[src/rtl/orb_pkg.sv]
// Shared constants and types for the orbit-word write path.
// Default widths, frame length and the ping-pong bank type.
package orb_pkg;

  localparam int ORB_DW          = 12;
  localparam int ORB_AW          = 11;
  localparam int ORB_FRAME_WORDS = 32;

  typedef logic bank_t;

  function automatic bank_t bank_flip(input bank_t b);
    return ~b;
  endfunction

endpackage

[src/rtl/orb_rr_arb.sv]
// Combinational round-robin arbiter: grants the first request at or after
// the pointer, wrapping modulo NCH.
module orb_rr_arb #(
  parameter int NCH = 2,
  localparam int PW = $clog2(NCH)
) (
  input  logic [NCH-1:0] i_req,
  input  logic [PW-1:0]  i_ptr,
  output logic [NCH-1:0] o_gnt,
  output logic [PW-1:0]  o_idx,
  output logic           o_vld
);

  always_comb begin
    int          w_tmp;
    logic [PW-1:0] w_cand;
    o_gnt  = '0;
    o_idx  = '0;
    o_vld  = 1'b0;
    w_tmp  = 0;
    w_cand = '0;
    for (int k = 0; k < NCH; k++) begin
      w_tmp = int'(i_ptr) + k;
      if (w_tmp >= NCH) w_tmp = w_tmp - NCH;
      w_cand = PW'(w_tmp);
      if (!o_vld && i_req[w_cand]) begin
        o_vld         = 1'b1;
        o_gnt[w_cand] = 1'b1;
        o_idx         = w_cand;
      end
    end
  end

endmodule

[src/rtl/orb_wr_sched.sv]
// Write scheduler: captures packer write edges into one-entry holding
// registers and drains them round-robin onto a shared ping-pong RAM port.
module orb_wr_sched
  import orb_pkg::*;
#(
  parameter int NCH         = 2,
  parameter int DW          = ORB_DW,
  parameter int AW          = ORB_AW,
  parameter int FRAME_WORDS = ORB_FRAME_WORDS
) (
  input  logic                           i_clk,
  input  logic                           i_rst,
  input  logic                           i_en,
  input  logic [NCH-1:0]                 i_req_we,
  input  logic [NCH*DW-1:0]              i_req_data,
  input  logic [NCH*AW-1:0]              i_req_addr,
  output logic                           o_ram_we,
  output logic [AW:0]                    o_ram_addr,
  output logic [DW-1:0]                  o_ram_data,
  output logic                           o_wr_bank,
  output logic                           o_rd_bank,
  output logic                           o_frame_done,
  output logic [$clog2(FRAME_WORDS)-1:0] o_word_cnt,
  output logic [NCH-1:0]                 o_ovf,
  input  logic                           i_ovf_clr
);

  localparam int PW = $clog2(NCH);
  localparam int CW = $clog2(FRAME_WORDS);

  logic [NCH-1:0] r_prev_we;
  logic [NCH-1:0] r_pend;
  logic [NCH-1:0] r_ovf;
  logic [PW-1:0]  r_rr_ptr;
  logic [DW-1:0]  r_hold_data [NCH];
  logic [AW-1:0]  r_hold_addr [NCH];
  logic           r_ram_we;
  logic [AW:0]    r_ram_addr;
  logic [DW-1:0]  r_ram_data;
  bank_t          r_wr_bank;
  logic           r_frame_done;
  logic [CW-1:0]  r_word_cnt;

  logic [NCH-1:0] w_edge;
  logic [NCH-1:0] w_cap;
  logic [NCH-1:0] w_ovf_set;
  logic [NCH-1:0] w_gnt;
  logic [PW-1:0]  w_gnt_idx;
  logic           w_gnt_vld;
  logic           w_last;

  orb_rr_arb #(.NCH(NCH)) u_arb (
    .i_req (r_pend),
    .i_ptr (r_rr_ptr),
    .o_gnt (w_gnt),
    .o_idx (w_gnt_idx),
    .o_vld (w_gnt_vld)
  );

  // A channel being granted this cycle frees its slot, so a same-cycle edge
  // refills it instead of overflowing.
  assign w_edge    = i_req_we & ~r_prev_we;
  assign w_cap     = w_edge & {NCH{i_en}} & (~r_pend | w_gnt);
  assign w_ovf_set = w_edge & {NCH{i_en}} & r_pend & ~w_gnt;
  assign w_last    = (r_word_cnt == CW'(FRAME_WORDS - 1));

  always_ff @(posedge i_clk) begin
    if (i_rst) begin
      r_prev_we    <= '1;
      r_pend       <= '0;
      r_ovf        <= '0;
      r_rr_ptr     <= '0;
      r_ram_we     <= 1'b0;
      r_ram_addr   <= '0;
      r_ram_data   <= '0;
      r_wr_bank    <= 1'b0;
      r_frame_done <= 1'b0;
      r_word_cnt   <= '0;
    end else begin
      r_prev_we    <= i_req_we;
      r_pend       <= (r_pend & ~w_gnt) | w_cap;
      r_ovf        <= (i_ovf_clr ? '0 : r_ovf) | w_ovf_set;
      r_ram_we     <= w_gnt_vld;
      r_frame_done <= w_gnt_vld & w_last;
      if (w_gnt_vld) begin
        r_ram_data <= r_hold_data[w_gnt_idx];
        r_ram_addr <= {r_wr_bank, r_hold_addr[w_gnt_idx]};
        r_rr_ptr   <= (w_gnt_idx == PW'(NCH - 1)) ? '0 : w_gnt_idx + PW'(1);
        if (w_last) begin
          r_word_cnt <= '0;
          r_wr_bank  <= bank_flip(r_wr_bank);
        end else begin
          r_word_cnt <= r_word_cnt + CW'(1);
        end
      end
    end
  end

  // Holding registers carry data only; pend qualifies them.
  always_ff @(posedge i_clk) begin
    for (int i = 0; i < NCH; i++) begin
      if (w_cap[i]) begin
        r_hold_data[i] <= i_req_data[i*DW +: DW];
        r_hold_addr[i] <= i_req_addr[i*AW +: AW];
      end
    end
  end

  assign o_ram_we     = r_ram_we;
  assign o_ram_addr   = r_ram_addr;
  assign o_ram_data   = r_ram_data;
  assign o_wr_bank    = r_wr_bank;
  assign o_rd_bank    = ~r_wr_bank;
  assign o_frame_done = r_frame_done;
  assign o_word_cnt   = r_word_cnt;
  assign o_ovf        = r_ovf;

endmodule

[config.mk]
export PLATFORM = sky130hd
export DESIGN_NAME = orb_wr_sched
export DESIGN_NICKNAME = d
export VERILOG_FILES = /design/src/rtl/orb_pkg.sv /design/src/rtl/orb_rr_arb.sv /design/src/rtl/orb_wr_sched.sv
export SDC_FILE = /design/constraint.sdc
export NUM_CORES = 1
export LEC_CHECK = 0
export CAP_MARGIN = 15
export CORE_MARGIN = 2
export CORE_UTILIZATION = 23
export DETAILED_ROUTE_END_ITERATION = 8
export PLACE_DENSITY = 0.44
export SETUP_SLACK_MARGIN = 0.3
export SLEW_MARGIN = 0
export SYNTH_ARGS = -nofsm -noshare
export SYNTH_HDL_FRONTEND = slang
export SYNTH_SLANG_ARGS = --single-unit
[constraint.sdc]
create_clock -name i_clk -period 2.9 [get_ports i_clk]
set_input_delay 0.435 -clock i_clk [delete_from_list [all_inputs] [get_ports i_clk]]
set_output_delay 0.435 -clock i_clk [all_outputs]
set_load 0.02 [all_outputs]
# == Word-level counts from Yosys, hierarchy flattened ==
# Memory sizes are Yosys's and may differ from the RTL's. A register that Yosys moved wholly into a read port is not among the register bits.
# Cells that the tools add are included.
# op_classes
order_cmp,6
shift,0
eq_ne,1
n_reduce_logical,5
n_bitwise,15
mux,23
div,0
mul,0
n_addsub,5
# op_table
operator,count
$mux W1,17
$and A2 B2 Y2,6
$or A2 B2 Y2,4
$mux W2,3
$not A2 Y2,3
$add A5 B1 Y5 const B,1
$eq A5 B5 Y1 const B,1
$mux W5,1
$lt A1 B2 Y1 const B,2
$logic_and A1 B1 Y1,3
$add A1 B1 Y2 const B,1
$demux W1 S1,2
$ge A1 B1 Y1 const B,2
$ge A1 B2 Y1 const B,1
$ge A2 B2 Y1 const B,1
$reduce_and A2 Y1,1
$sub A1 B1 Y1 const B,2
$add A1 B1 Y1 const B,1
$and A1 B1 Y1,1
$logic_not A1 Y1,1
$not A1 Y1,1
# totals
rom_bits,0
elab_cells,66
ff_bits,27
n_memories,2
ram_bits,46
latchBits,0
# memory_table
memory,depth,width,rd,rd_ports_with_merged_regs,wr,line_no,rtl
r_hold_data,2,12,1,1,2,orb_wr_sched.sv:35,logic [DW-1:0] r_hold_data [NCH];
r_hold_addr,2,11,1,1,2,orb_wr_sched.sv:36,logic [AW-1:0] r_hold_addr [NCH];

# == Depth between registers and ports, before layout ==
# depth
depth_word,13
ltp_mapped,6
ltp_nobuf,6

# == Cells and area by module ==
# A second synthesis with hierarchy kept.
# hier_totals
hier_cells,216
area_unflattened_um2,3065.4
# modules_own_cells
mod,seq_area_each_um2,area_each_um2,n_inst,cells_each
orb_wr_sched,2162.1,3032.9,1,211
orb_rr_arb,0.0,32.5,1,5

# == Worst setup path after synthesis ==
# No wires, ideal clock.
# synth_path
path_kind,input -> register
startpoint,input port i_en
endpoint,"memory r_hold_addr[0][0] (netlist bit), enable pin"
arrival_time_ns,1.613
path_buffers,0
setup_time_ns,0.405
path_slack_ns,0.882
stages,2
cell_sequence,nand3b_1 > nor2b_1
# synth_rtl
item,line_no,rtl
start: declaration,orb_wr_sched.sv:13,"input logic i_en,"
end: declaration,orb_wr_sched.sv:36,

# == Worst setup path in the final report ==
# layout_path
startpoint,register r_pend[1]
endpoint,"register r_ram_data[11] (netlist: o_ram_data[11]), read port of r_hold_data"
# layout_between
elab_chain_cells,6
elab_cells_between_ends,10
classes_between,mux: 8; reduce/logical: 2
# layout_lines
item,line_no,rtl
start: declaration,orb_wr_sched.sv:32,logic [NCH-1:0] r_pend;
start signal: assignment,orb_wr_sched.sv:81,r_pend <= (r_pend & ~w_gnt) | w_cap;
$mux W1 (implied by the code) (2 in a row),orb_rr_arb.sv:26,if (!o_vld && i_req[w_cand]) begin
$mux W1,orb_rr_arb.sv:26,
$logic_not A1 Y1,orb_rr_arb.sv:26,
$logic_and A1 B1 Y1,orb_rr_arb.sv:26,
$mux W1,orb_rr_arb.sv:26,
end: declaration,orb_wr_sched.sv:39,logic [DW-1:0] r_ram_data;
# Several ways; a longest one is shown, not always the timed one. The select of a mux whose other input is x is not followed.
# A chain may end at the register's enable or synchronous reset.

==> flow_summary_export.csv <==
group,metric,value,unit
routing,routedWlPerCell,15.4,um
layout,fin_nets,386,
clocking,insertion_delay,0.33,ns
routing,routed_wirelength,7910,um
routing,first_pass_iters,4,
layout,fin_util,33.6,%
routing,drt_iter0_drc,110,
die,die_h,121,um
yosys,synth_top_area_share,43.6,%
routing,drcViolationCount,0,
yosys,synth.area.top_cells,"edfxtp_1 (44%), dfxtp_1 (25%), a2111oi_2 (9.5%)",
timing,max_freq,0.541,GHz
clocking,clk_pin_slew,0.06,ns
timing,tightestPinTransition,0.955,ns
layout,multiInputGateArea,917,sq um
timing,final.setup.tns,0,ns
yosys,synth_seq_cells,85,
setup_path,timing.rr.end,"o_ram_data[11]",
setup_path,crit_path_start_kind,"register",
clocking,clockBufferDepth,2,
yosys,syn_nets,300,
yosys,synth_top_family_by_area,"simple AND/OR/NAND/NOR gates",
yosys,synth_area_per_cell,12.9,sq um
yosys,ys_warn_count,0,
global_route,grt_start_max_net_pins,39,
layout,seq_area,2160,sq um
timing,period_share,63.7,%
die,rows,42,
timing,hold_viol,0,
global_route,antenna_found_initial,0,
setup_path,cp_max_fo,15,
hold_path,hold_path_end,"o_ram_addr[11]",
global_route,grtUsageMet1,14.2,%
clocking,ctsHoldBuffers,0,
placed_design,io_buffers,86,
global_route,use_met2,18.4,%
global_route,use_met3,3.99,%
clocking,tritoncts,"built",
yosys,synthArstFlopShare,0,%
setup_path,endpoint_kind,"register",
setup_path,arrival,2.06,ns
setup_path,reg2reg_depth,4,
die,core_area,13300,sq um
timing,rsz0062_at_grt,"no",
clocking,cts-resized-gates,0,
layout,drive_gt1_share,14.2,%
die,ioPinCount,87,
clocking,cts_buffers,9,
yosys,synth_flop_cell,"edfxtp_1",
global_route,grt_pass1_wl,12400,um
global_route,grt_pass1_vias,2287,
clocking,cts_root_buf,"clkbuf_16",
setup_path,required,3.12,ns
layout,synthToLayoutAreaGrowth,41.6,%
die,initial_utilization,23.7,%
global_route,grt.busiest_layer,"met2",
run,maxCapViolCount,0,
layout,fin_cells,514,
placed_design,place.gp.congestion,0.712,
timing,clock_skew,0.00376,ns
timing,maxSlewHeadroom,36.4,%
power,power.density,568,nW/um^2
hold_path,worstHoldPathCells,2,
timing,setup_violations,0,
yosys,yosys.area_share.simple,14.6,%
power,p_leak,1.43,nW
yosys,netlist_area,3170,sq um
routing,viasPerCell,4.23,
die,dieArea,14700,sq um
timing,fin_hold_ws,0.459,ns
clocking,clock_sinks,85,
timing,final_max_slew_viol_count,0,
yosys,synthXorXnorAreaFrac,0.277,%
outcome,outcome,"finished clean",
setup_path,criticalPathCategory,"register to register",
yosys,muxShareOfSynthArea,0,%
setup_path,r2r_slack,1.05,ns
routing,final_antenna_net_count,0,
timing,final.min_clock_period,1.85,ns
yosys,syn_inst,246,
global_route,overflow,0,
setup_path,r2r-start,"r_pend[1]",
yosys,yosysSeqAreaShare,68.3,%
hold_path,hold_class,"register to register",
yosys,yosys.area_share.adder,0.790,%
global_route,gr-usage-all-layers,11.2,%
hold_path,worst_hold_startpoint,"o_ram_addr[11]",
placed_design,place_inst,497,
placed_design,dp_hpwl,5220,um
power,peakVddDrop,0.000246,V
yosys,synth_top_area_cell,"edfxtp_1",
clocking,cts_setup_buffers,0,
yosys,synth_edf_count,46,
routing,vias,2172,
layout,num-fill-cells,1350,
die,fp.dieW,121,um
clocking,htreeDepth,3,
yosys,synthDistinctLibCells,31,
yosys,synth_compound_area_share,13.0,%
==> worst max-delay path, stage by stage (launching register included) <==
cell and delay [ns]:
dfxtp_1 0.54, or2_1 0.46, buf_4 0.32, nor2_1 0.08
a2111oi_2 0.34
==> worst max path at each step <==
stage                     depth (start not counted)      start                 to  slack (ns)
after floorplan                                   2       i_en  r_hold_addr[0][0]        0.88
after CTS                                         4  r_pend[1]     o_ram_data[11]        1.05
after global routing                              4  r_pend[1]     o_ram_addr[10]        0.86
after global placement                            4       i_en  r_hold_data[0][0]        1.03
after detailed placement                          4       i_en  r_hold_addr[0][2]        0.99
final                                             4  r_pend[1]     o_ram_data[11]        1.05
==> per-layer routing <==
metal	up-vias	routed length, um
li1	1074	-
met3	6	488
met2	62	3820
met4	0	72
met1	1030	3530
met5	-	0
==> cell usage after synthesis (2+ instances only) <==
| library cell | n |
|---|---|
| a2111oi_0 | 3 |
| buf_2 | 7 |
| nor2b_1 | 3 |
| ha_1 | 2 |
| nor3_1 | 23 |
| nand2_1 | 7 |
| dfxtp_1 | 39 |
| nor2_1 | 52 |
| nand3b_1 | 3 |
| inv_1 | 2 |
| edfxtp_1 | 46 |
| clkbuf_1 | 7 |
| a2bb2oi_1 | 2 |
| a21oi_1 | 8 |
| nand3_1 | 2 |
| o21ai_0 | 3 |
| buf_4 | 3 |
| a2111oi_2 | 20 |
| or2_2 | 2 |
==> cell type report <==
type                       instances  area share (%)
sequential                        85            48.2
multi-input combinational        141            20.5
timing repair buffer              92            20.1
clock buffer                      10            5.11
tap                              176            4.91
clock inverter                     6           0.893
inverter                           3           0.251
antenna                            1          0.0558
==> stage by stage <==
| step | instance area [sq um] | setup WS [ns] | power, W |
|---|---|---|---|
| 6_report | 4480 | 1.05 | 0.00254 |
| 5_1_grt | 4480 | 0.862 | 0.00265 |
| 3_3_place_gp | 4210 | 1.03 | 0.00153 |
| 3_5_place_dp | 4210 | 0.991 | 0.00153 |
| 2_1_floorplan | 3170 | 0.882 | 0.00141 |
| 4_1_cts | 4480 | 1.05 | 0.00258 |
==> registers in the layout (all words and copies together) (netlist names) <==
| signal | flops |
|---|---|
| o_ram_addr | 12 |
| r_prev_we | 2 |
| o_word_cnt | 5 |
| r_hold_addr | 22 |
| o_wr_bank | 1 |
| o_ovf | 2 |
| r_hold_data | 24 |
| r_rr_ptr | 1 |
| o_ram_data | 12 |
| r_pend | 2 |
| o_ram_we | 1 |
| o_frame_done | 1 |
==> where the power goes <==
| part | leakage [nW] | internal [W] | switching, W |
|---|---|---|---|
| Combinational | 0.572 | 0.000107 | 0.0000859 |
| Clock | 0.124 | 0.000578 | 0.000463 |
| Sequential | 0.734 | 0.00130 | 0.0000134 |
| Total | 1.43 | 0.00198 | 0.000562 |
==> kinds of logic (layout without fill, tap and decap cells) <==
kind of cell,count (synthesis),count (layout)
AND/OR/NAND/NOR,100,100
XOR/XNOR,1,1
adder cells (fa/ha/maj),2,2
other,0,1
buffers and inverters,20,111
AO/OA/AOI/OAI,38,38
flip-flops,85,85
==> cell usage in the layout (no fill, tap or decap), types with 2 or more instances in the layout <==
cell type	n
nor2_1	52
inv_1	2
ha_1	2
a2111oi_0	3
nor3_1	23
clkinv_1	2
a2111oi_2	20
nand3_1	2
nand3b_1	3
dfxtp_1	39
clkbuf_16	9
a2bb2oi_1	2
clkinvlp_4	2
a21oi_1	8
clkinv_4	2
clkdlybuf4s50_1	85
or2_2	2
nor2b_2	3
buf_4	6
edfxtp_1	46
nand2_1	7
o21ai_0	3
No activity file was read; power rests on OpenSTA's default activity.
